--- config.mk ---
export PLATFORM = sky130hd
export DESIGN_NAME = bcd_to_binary_seq
export DESIGN_NICKNAME = d
export VERILOG_FILES = /design/src/rtl/bcd_to_binary_seq.sv
export SDC_FILE = /design/constraint.sdc
export NUM_CORES = 1
export LEC_CHECK = 0
export ABC_AREA = 1
export CAP_MARGIN = 20
export CORE_ASPECT_RATIO = 0.6
export CORE_MARGIN = 2
export CORE_UTILIZATION = 48
export DETAILED_ROUTE_END_ITERATION = 16
export MAX_ROUTING_LAYER = met4
export PLACE_DENSITY = 0.8
export SYNTH_ARGS = -nofsm -noshare
export SYNTH_HDL_FRONTEND = slang
export SYNTH_SLANG_ARGS = --single-unit
--- constraint.sdc ---
create_clock -name clk -period 1.8 [get_ports clk]
set_input_delay 0.27 -clock clk [delete_from_list [all_inputs] [get_ports clk]]
set_output_delay 0.27 -clock clk [all_outputs]
set_load 0.01 [all_outputs]
--- src/rtl/bcd_to_binary_seq.sv ---
`default_nettype none
// ============================================================================
//  Module   : bcd_to_binary_seq
//  Purpose  : Sequential packed-BCD to unsigned binary converter. Consumes one
//             BCD digit per clock, most significant digit first, using
//             acc <= acc*10 + digit. Uses a start/busy/done handshake.
//  Ports    : clk        - rising-edge clock
//             rst_n      - asynchronous active-low reset
//             start_i    - conversion request, sampled only while idle
//             bcd_in_i   - packed BCD word, top nibble = most significant digit
//             busy_o     - high while digits are being consumed
//             done_o     - one-cycle pulse, bin_out_o/error_o freshly valid
//             bin_out_o  - binary result, held until the next done pulse
//             error_o    - a captured digit was above 9, held with bin_out_o
//  Revision : 1.0 - initial release
// ============================================================================
module bcd_to_binary_seq #(
    parameter int DIGITS = 3,
    parameter int BIN_W  = 10
) (
    input  logic                  clk,
    input  logic                  rst_n,
    input  logic                  start_i,
    input  logic [4*DIGITS-1:0]   bcd_in_i,
    output logic                  busy_o,
    output logic                  done_o,
    output logic [BIN_W-1:0]      bin_out_o,
    output logic                  error_o
);

    localparam int CNT_W = (DIGITS > 1) ? $clog2(DIGITS) : 1;

    localparam logic [0:0] ST_IDLE = 1'b0;
    localparam logic [0:0] ST_CONV = 1'b1;

    logic [0:0]          state_q,  state_d;
    logic [4*DIGITS-1:0] shreg_q,  shreg_d;
    logic [BIN_W-1:0]    acc_q,    acc_d;
    logic [CNT_W-1:0]    cnt_q,    cnt_d;
    logic                err_q,    err_d;
    logic [BIN_W-1:0]    bin_q,    bin_d;
    logic                errout_q, errout_d;
    logic                done_q,   done_d;

    logic [3:0]          w_digit;
    logic [BIN_W-1:0]    w_acc_mac;
    logic                w_digit_bad;
    logic                w_last;

    // Multiply-by-ten as two shifts and an add; wraps modulo 2**BIN_W.
    assign w_digit     = shreg_q[4*DIGITS-1 -: 4];
    assign w_acc_mac   = (acc_q << 3) + (acc_q << 1) + BIN_W'(w_digit);
    assign w_digit_bad = (w_digit > 4'd9);
    assign w_last      = (cnt_q == CNT_W'(DIGITS - 1));

    // ------------------------------------------------------------------
    // State and datapath registers
    // ------------------------------------------------------------------
    always_ff @(posedge clk or negedge rst_n) begin
        if (!rst_n) begin
            state_q  <= ST_IDLE;
            shreg_q  <= '0;
            acc_q    <= '0;
            cnt_q    <= '0;
            err_q    <= 1'b0;
            bin_q    <= '0;
            errout_q <= 1'b0;
            done_q   <= 1'b0;
        end else begin
            state_q  <= state_d;
            shreg_q  <= shreg_d;
            acc_q    <= acc_d;
            cnt_q    <= cnt_d;
            err_q    <= err_d;
            bin_q    <= bin_d;
            errout_q <= errout_d;
            done_q   <= done_d;
        end
    end

    // ------------------------------------------------------------------
    // Next-state and datapath update
    // ------------------------------------------------------------------
    always_comb begin
        state_d  = state_q;
        shreg_d  = shreg_q;
        acc_d    = acc_q;
        cnt_d    = cnt_q;
        err_d    = err_q;
        bin_d    = bin_q;
        errout_d = errout_q;
        done_d   = 1'b0;

        case (state_q)
            ST_IDLE: begin
                if (start_i) begin
                    state_d = ST_CONV;
                    shreg_d = bcd_in_i;
                    acc_d   = '0;
                    cnt_d   = '0;
                    err_d   = 1'b0;
                end
            end
            ST_CONV: begin
                acc_d   = w_acc_mac;
                shreg_d = shreg_q << 4;
                err_d   = err_q | w_digit_bad;
                cnt_d   = cnt_q + CNT_W'(1);
                if (w_last) begin
                    // Publish the final digit's contribution directly so the
                    // result appears on the same edge as done.
                    state_d  = ST_IDLE;
                    bin_d    = w_acc_mac;
                    errout_d = err_q | w_digit_bad;
                    done_d   = 1'b1;
                end
            end
            default: begin
                state_d = ST_IDLE;
            end
        endcase
    end

    // ------------------------------------------------------------------
    // Outputs
    // ------------------------------------------------------------------
    always_comb begin
        busy_o    = (state_q == ST_CONV);
        done_o    = done_q;
        bin_out_o = bin_q;
        error_o   = errout_q;
    end

endmodule
`default_nettype wire

==> summary.md, run 1 <==
| Metric | Value |
|---|---|
| FF-to-FF Start | acc_q[2] |
| Static leakage | between 1 and 1.5 nW |
| Total power | 5.77 mW |
| Clock Latency Late Sink | a little under 0.3 ns |
| Number of port buffers | 27 |
| Die width | 86.0 µm |
| Avg Cell Area, Syn | 8.77 µm² |
| CP startpoint kind | register |
| Fillcell total | 290 |
| Syn. warnings | 0 |
| Vias in the first global route | 1,585 |
| Most frequent cells in the layout | nand2_1, dfrtp_1, clkdlybuf4s50_1 |
| Clock Path Buffers | 2 |
| Fin crit period | roughly 1.9 ns |
| Crit path DAT | approximately 2.2 ns |
| CP Class | register to register |
| Cell count after synthesis | around 220 |
| Fin nets | 297 |
| Die Footprint | about 4600 µm² |
| Drt total wl | 4590 µm |
| Fin area | 2540 µm² |
| Share of the synthesized area in the top cell type | 0.478 |
| Vias | 1,674 |
| Cell taking the most area after synthesis | dfrtp_1 |
| Clock share of power | 0.103 |
| Logic pwr share | 0.639 |
| Setup WS post-layout | -0.147 ns |
| Pin count of the biggest net entering global routing | 38 |
| H-tree depth | 2 |
| Largest family of logic cells by synthesized area | simple AND/OR/NAND/NOR gates |
| Sequential cell fraction of total power | 0.258 |
| Int Pwr | 3.17 mW |
| Number of cell rows | 17 |
| Core Region | 3760 µm² |
| Failing checks | negative setup slack |
| Reg-to-Reg End | bin_out_o[6] |
| Top cells by area, synth | dfrtp_1, nand2_1, ha_1, inv_1, nand3_1 |
| Aggregate global routing overflow | 0 |
| Achievable Freq | 0.513 GHz |
| Root buffer cell | clkbuf_8 |
| Unrepaired setup endpoints after global routing | yes |
| Post-Synth XOR/XNOR Area | 0.00904 |
| Dpl hpwl | 3180 µm |
| Yosys reg bits | 37 |
| CTS Sinks | 37 |
| Commonest non-fill, non-tap cell in the layout | nand2_1 |
| Initial core utilization | 0.515 |
| HP Class | input port to asynchronous set/reset pin |
| TritonCTS clock tree | built |
| Final setup vio count | 11 |
| DRT iter0 DRCs | roughly 120 |
| Yosys cell types | 23 |
| Total CTS buffers | 5 |
| Number of non-filler instances in the completed layout | 312 |
| WL/cell | 14.7 µm |
| First-pass GRT wire length | 7770 µm |
| Compound-Gate Fraction of Synth Area | 0.0736 |
| Register-to-Register Path Depth | 8 |
| Post-Syn Nets | 253 |
| Drt pass-1 iters | 4 |
| Crit Path Max Fanout | 3 |
| Placer's final routability congestion estimate | 0.937 |
| Final worst-path cycle share | 1.08 |
| # IOs | 28 |
| Sw Share | 0.450 |
| Layout cells sized above 1 | 0.200 |
| Slew Limit Fails | 0 |
| Die height | 53.2 µm |
| Pwr Density | 2270 nW/µm² |
| Multiplexer share of the synthesized area | 0 |
| Syn Std Cell Area | between 1500 and 2000 µm² |
| Status | complete, but fails checks |
| Post-Synth Adder-Cell Area | 0.117 |
| Inserted Diodes | 0 |
| Worst setup EP type | register |
| Final ANT Viol Nets | 0 |
| Seq/Total Area, Yosys | 0.478 |
| Setup TNS | -1.09 ns |
| Worst Setup SP | acc_q[2] |
| Area grow syn2layout | 31.3% |
| Maxcap violations | 0 |
| Vias per cell | 5.37 |
| Antenna violations before repair | 0 |
| DP Area | 2330 µm² |
| # DRC | 0 |
| R2r setup slk | -0.15 ns |
| Final Hold Fails | 0 |
| DP Cell Count | 301 |
| Psw | 2.59 mW |
| Total GRT Usage | 0.236 |
| Clock-pin slew of the registers on the worst-case setup and hold paths | 0.07 ns |
| Max IR drop VDD | between 1 and 1.5 mV |
| Clock skew | 0.00432 ns |
| Worst Tran Pin Value | around 0.37 ns |
| Worst slew margin | 0.755 |
| Post-Synth Simple-Gate Area | 0.240 |
| CP required | approximately 2.0 ns |
[state kept, by name (all words and copies together) (netlist names)]
register   count
shreg_q       12
bin_out_o     10
acc_q          9
cnt_q          2
busy_o         1
done_o         1
err_q          1
error_o        1
[layer usage]
layer  vias up  track usage  wire [µm]
li1        811            -          -
met1       808        0.355       2340
met2        47        0.311       1890
met3         8       0.0515        301
met4         0       0.0794         68
met5         -            -          0
[synthesized netlist by cell type (all sizes together)]
| cell | n |
|---|---|
| nor2 | 12 |
| or2 | 2 |
| nand3b | 1 |
| buf | 5 |
| ha | 15 |
| nand3 | 17 |
| nor3 | 8 |
| nand4 | 1 |
| nand2 | 65 |
| o21ai | 11 |
| dfrtp | 37 |
| xnor2 | 2 |
| inv | 28 |
| o22ai | 10 |
| fa | 2 |
| a21oi | 5 |
[power groups by stage]
stage | registers [mW] | clock network, mW | logic (mW)
2_1_floorplan | 1.50 | 0 | 2.04
3_3_place_gp | 1.48 | 0 | 2.90
3_5_place_dp | 1.49 | 0 | 3.02
4_1_cts | 1.48 | 0.600 | 3.23
5_1_grt | 1.52 | 0.635 | 4.09
6_report | 1.49 | 0.594 | 3.69
[critical path, cell delays in order, from the launching register on]
cell     delay [ns]
dfrtp_1        0.37
inv_2          0.06
fa_1           0.54
inv_2          0.06
fa_2           0.36
a21oi_2        0.22
xnor2_2        0.14
nand2_1        0.08
nand2_1        0.06
[cell families (layout without fill, tap and decap cells)]
logic type / after synthesis / in the layout
AND/OR/NAND/NOR: 106 / 106
flip-flops: 37 / 37
buffers and inverters: 33 / 77
AO/OA/AOI/OAI: 26 / 26
adder cells (fa/ha/maj): 17 / 17
XOR/XNOR: 2 / 2
[final cells by class]
type | count | area (µm²) | area share
clock buffer | 7 | 86.3 | 0.0339
inverter | 28 | 108 | 0.0423
multi-input combinational | 151 | 973 | 0.382
sequential | 37 | 926 | 0.364
tap | 47 | 58.8 | 0.0231
timing repair buffer | 42 | 393 | 0.154
[repair_timing]
action,CTS,global route
resized for setup,6,18
hold endpoints to repair,37,0
hold buffers,1,0
setup endpoints to repair,13,13
pin swaps,4,6
buffers inserted,1,2
[worst max path at each step]
stage / slack (ns) / cells past startpoint / end
2_1_floorplan: 0.003 / 9 / acc_q[5]
3_3_place_gp: -0.06 / 8 / bin_out_o[6]
3_5_place_dp: -0.10 / 8 / bin_out_o[6]
4_1_cts: -0.13 / 8 / bin_out_o[6]
5_1_grt: -0.25 / 8 / bin_out_o[6]
6_report: -0.15 / 8 / bin_out_o[6]
[metrics by stage]
stage / hold slack [ns] / utilization / setup WS (ns)
5_1_grt: 0.491 / 0.676 / -0.248
3_3_place_gp: 0.250 / 0.618 / -0.0624
6_report: 0.460 / 0.676 / -0.147
2_1_floorplan: -0.0256 / - / 0.00328
3_5_place_dp: 0.251 / 0.618 / -0.103
4_1_cts: 0.470 / 0.653 / -0.129
Note: power is estimated with default switching activity, not from simulation.
==> run 2: changes to the inputs <==
CORE_MARGIN = 3   (was 2)
==> run 2 against run 1 <==
The flow still finishes with violations (negative setup slack); cell area up 2.6%; clock-buffer cell count is 1 lower; critical path depth down 2; via count decreased by 3.2%; register-to-register slack got worse by 0.06 ns; worst setup slack worse by 0.057 ns; wire length rose by 4.9%; utilization grew 1.7 points; hold slack worse by 0.066 ns; flip-flop and latch count unchanged; sequential share of layout area decreased by 0.91 points.
==> summary.md, run 2 (synthesized netlist as in run 1, its figures left out) <==
| Metric | Value |
|---|---|
| Status | complete, but fails checks |
| Failing checks | negative setup slack |
| CP required | 1.97 ns |
| Worst slew margin | 0.682 |
| CP max stage cell | fa_1 |
| Final hold slack | 0.394 ns |
| Clock skew | between 0.01 and 0.015 ns |
| Inserted Diodes | 0 |
| R2r setup slk | -0.20 ns |
| Root buffer cell | clkbuf_8 |
| Final setup vio count | 13 |
| Final Hold Fails | 0 |
| Crit path DAT | around 2.2 ns |
| # IOs | 28 |
| Die width | about 88 µm |
| Slew Limit Fails | 0 |
| Most used cell, CP | inv_2 |
| Number of port buffers | 27 |
| Largest reg by FF count | shreg_q |
| CP cell instances | inv_2, fa_1, inv_2, fa_2, xnor2_1, o21ai_0 |
| CP Buf/Inv Count | 2 |
| FF-to-FF Start | acc_q[2] |
| Total CTS buffers | 5 |
| Register-to-Register Path Depth | 6 |
| Layout cells sized above 1 | 0.231 |
| CP Class | register to register |
| Final ANT Viol Nets | 0 |
| HP Class | input port to asynchronous set/reset pin |
| Area grow syn2layout | 34.7% |
| Aggregate global routing overflow | 0 |
| Drt total wl | 4820 µm |
| Most frequent cells in the layout | nand2_1, dfrtp_1, clkdlybuf4s50_1 |
| Fillcell total | 270 |
| Die height | 55.2 µm |
| Clock Path Buffers | 2 |
| Dpl hpwl | 3230 µm |
| Drt pass-1 iters | 4 |
| Achievable Freq | 0.499 GHz |
| Worst setup EP type | register |
| Reg-to-Reg End | bin_out_o[4] |
| Crit Path Max Fanout | 3 |
| Initial core utilization | 0.515 |
| Maxcap violations | 0 |
| TritonCTS clock tree | built |
| WL/cell | 15.5 µm |
| Slowest cell delay on critical path | 0.54 ns |
| Pin count of the biggest net entering global routing | 38 |
| First-pass GRT wire length | around 7700 µm |
| Number of flip-flops under the largest register name | 12 |
| Core Region | 3760 µm² |
| Number of cell rows | 17 |
| Vias per cell | 5.21 |
| # DRC | 0 |
| Setup WS post-layout | -0.205 ns |
| H-tree depth | 2 |
| Commonest non-fill, non-tap cell in the layout | nand2_1 |
| CTS Sinks | 37 |
| Fin crit period | about 2 ns |
| Clock-pin slew of the registers on the worst-case setup and hold paths | around 0.080 ns |
| Final worst-path cycle share | 1.11 |
| Vias in the first global route | around 1.6k |
| Vias | between 1.5k and 2k |
| Die Footprint | around 4900 µm² |
| Total GRT Usage | 0.213 |
| Antenna violations before repair | 0 |
| Worst Tran Pin Value | between 0.4 and 0.5 ns |
| Fin nets | approximately 300 |
| CP delay by family, top | adder cells |
| CP startpoint kind | register |
| Clock Latency Late Sink | 0.29 ns |
| Worst Setup SP | acc_q[2] |
| DRT iter0 DRCs | about 110 |
| Placer's final routability congestion estimate | 0.994 |
| Unrepaired setup endpoints after global routing | yes |
==> run 2: worst register-to-register path, delay by kind of cell, from the launching register on <==
| family | cells | cell delay [ns] |
|---|---|---|
| xor+xnor | 1 | 0.27 |
| fa+ha+maj | 2 | 0.99 |
| buf+inv | 2 | 0.12 |
| flops | 1 | 0.38 |
| compound gates | 1 | 0.13 |
==> run 2: routing by layer <==
layer	routed length [µm]	share of wire	track usage
met5	0	0	-
met2	1930	0.40	0.261
met1	2470	0.51	0.316
met4	40	0.0083	0.0690
met3	384	0.080	0.0849
==> run 2: per-stage QoR <==
| stage | setup TNS [ns] | std cells | setup slack, ns | utilization | area (µm²) |
|---|---|---|---|---|---|
| global route | -2.48 | 311 | -0.271 | 0.693 | 2610 |
| CTS | -1.00 | 310 | -0.152 | 0.669 | 2520 |
| finish | -1.53 | 311 | -0.205 | 0.693 | 2610 |
| floorplan | 0 | 221 | 0.00328 | - | 1960 |
| global placement | -0.326 | 301 | -0.0655 | 0.616 | 2320 |
| detailed placement | -1.14 | 301 | -0.137 | 0.616 | 2320 |
==> run 2: worst max-delay path by stage <==
| stage | end | slack (ns) | cells after the start |
|---|---|---|---|
| 2_1_floorplan | acc_q[5] | 0.003 | 9 |
| 3_3_place_gp | bin_out_o[5] | -0.07 | 9 |
| 3_5_place_dp | bin_out_o[5] | -0.14 | 9 |
| 4_1_cts | bin_out_o[6] | -0.15 | 8 |
| 5_1_grt | bin_out_o[8] | -0.27 | 8 |
| 6_report | bin_out_o[4] | -0.20 | 6 |
==> run 2: area by class of cell <==
cell class / instances / area (µm²) / area share
Clock inverter: 2 / 37.5 / 0.0144
Inverter: 28 / 108 / 0.0412
Multi-Input combinational cell: 151 / 1030 / 0.395
Tap cell: 47 / 58.8 / 0.0225
Sequential cell: 37 / 926 / 0.355
Clock buffer: 6 / 82.6 / 0.0316
Timing Repair Buffer: 40 / 368 / 0.141
==> run 2: repair_timing <==
action                                  in CTS  in global routing
gates resized for setup                     12                 20
pin swaps                                    5                  7
endpoints found under the setup margin      13                 13
buffers inserted                             1                  1
hold buffers                                 0                  0
Power of run 2 is left out: the tool's default activity adds up to more than one toggle a clock period on the data nets, which glitch-free logic cannot reach.
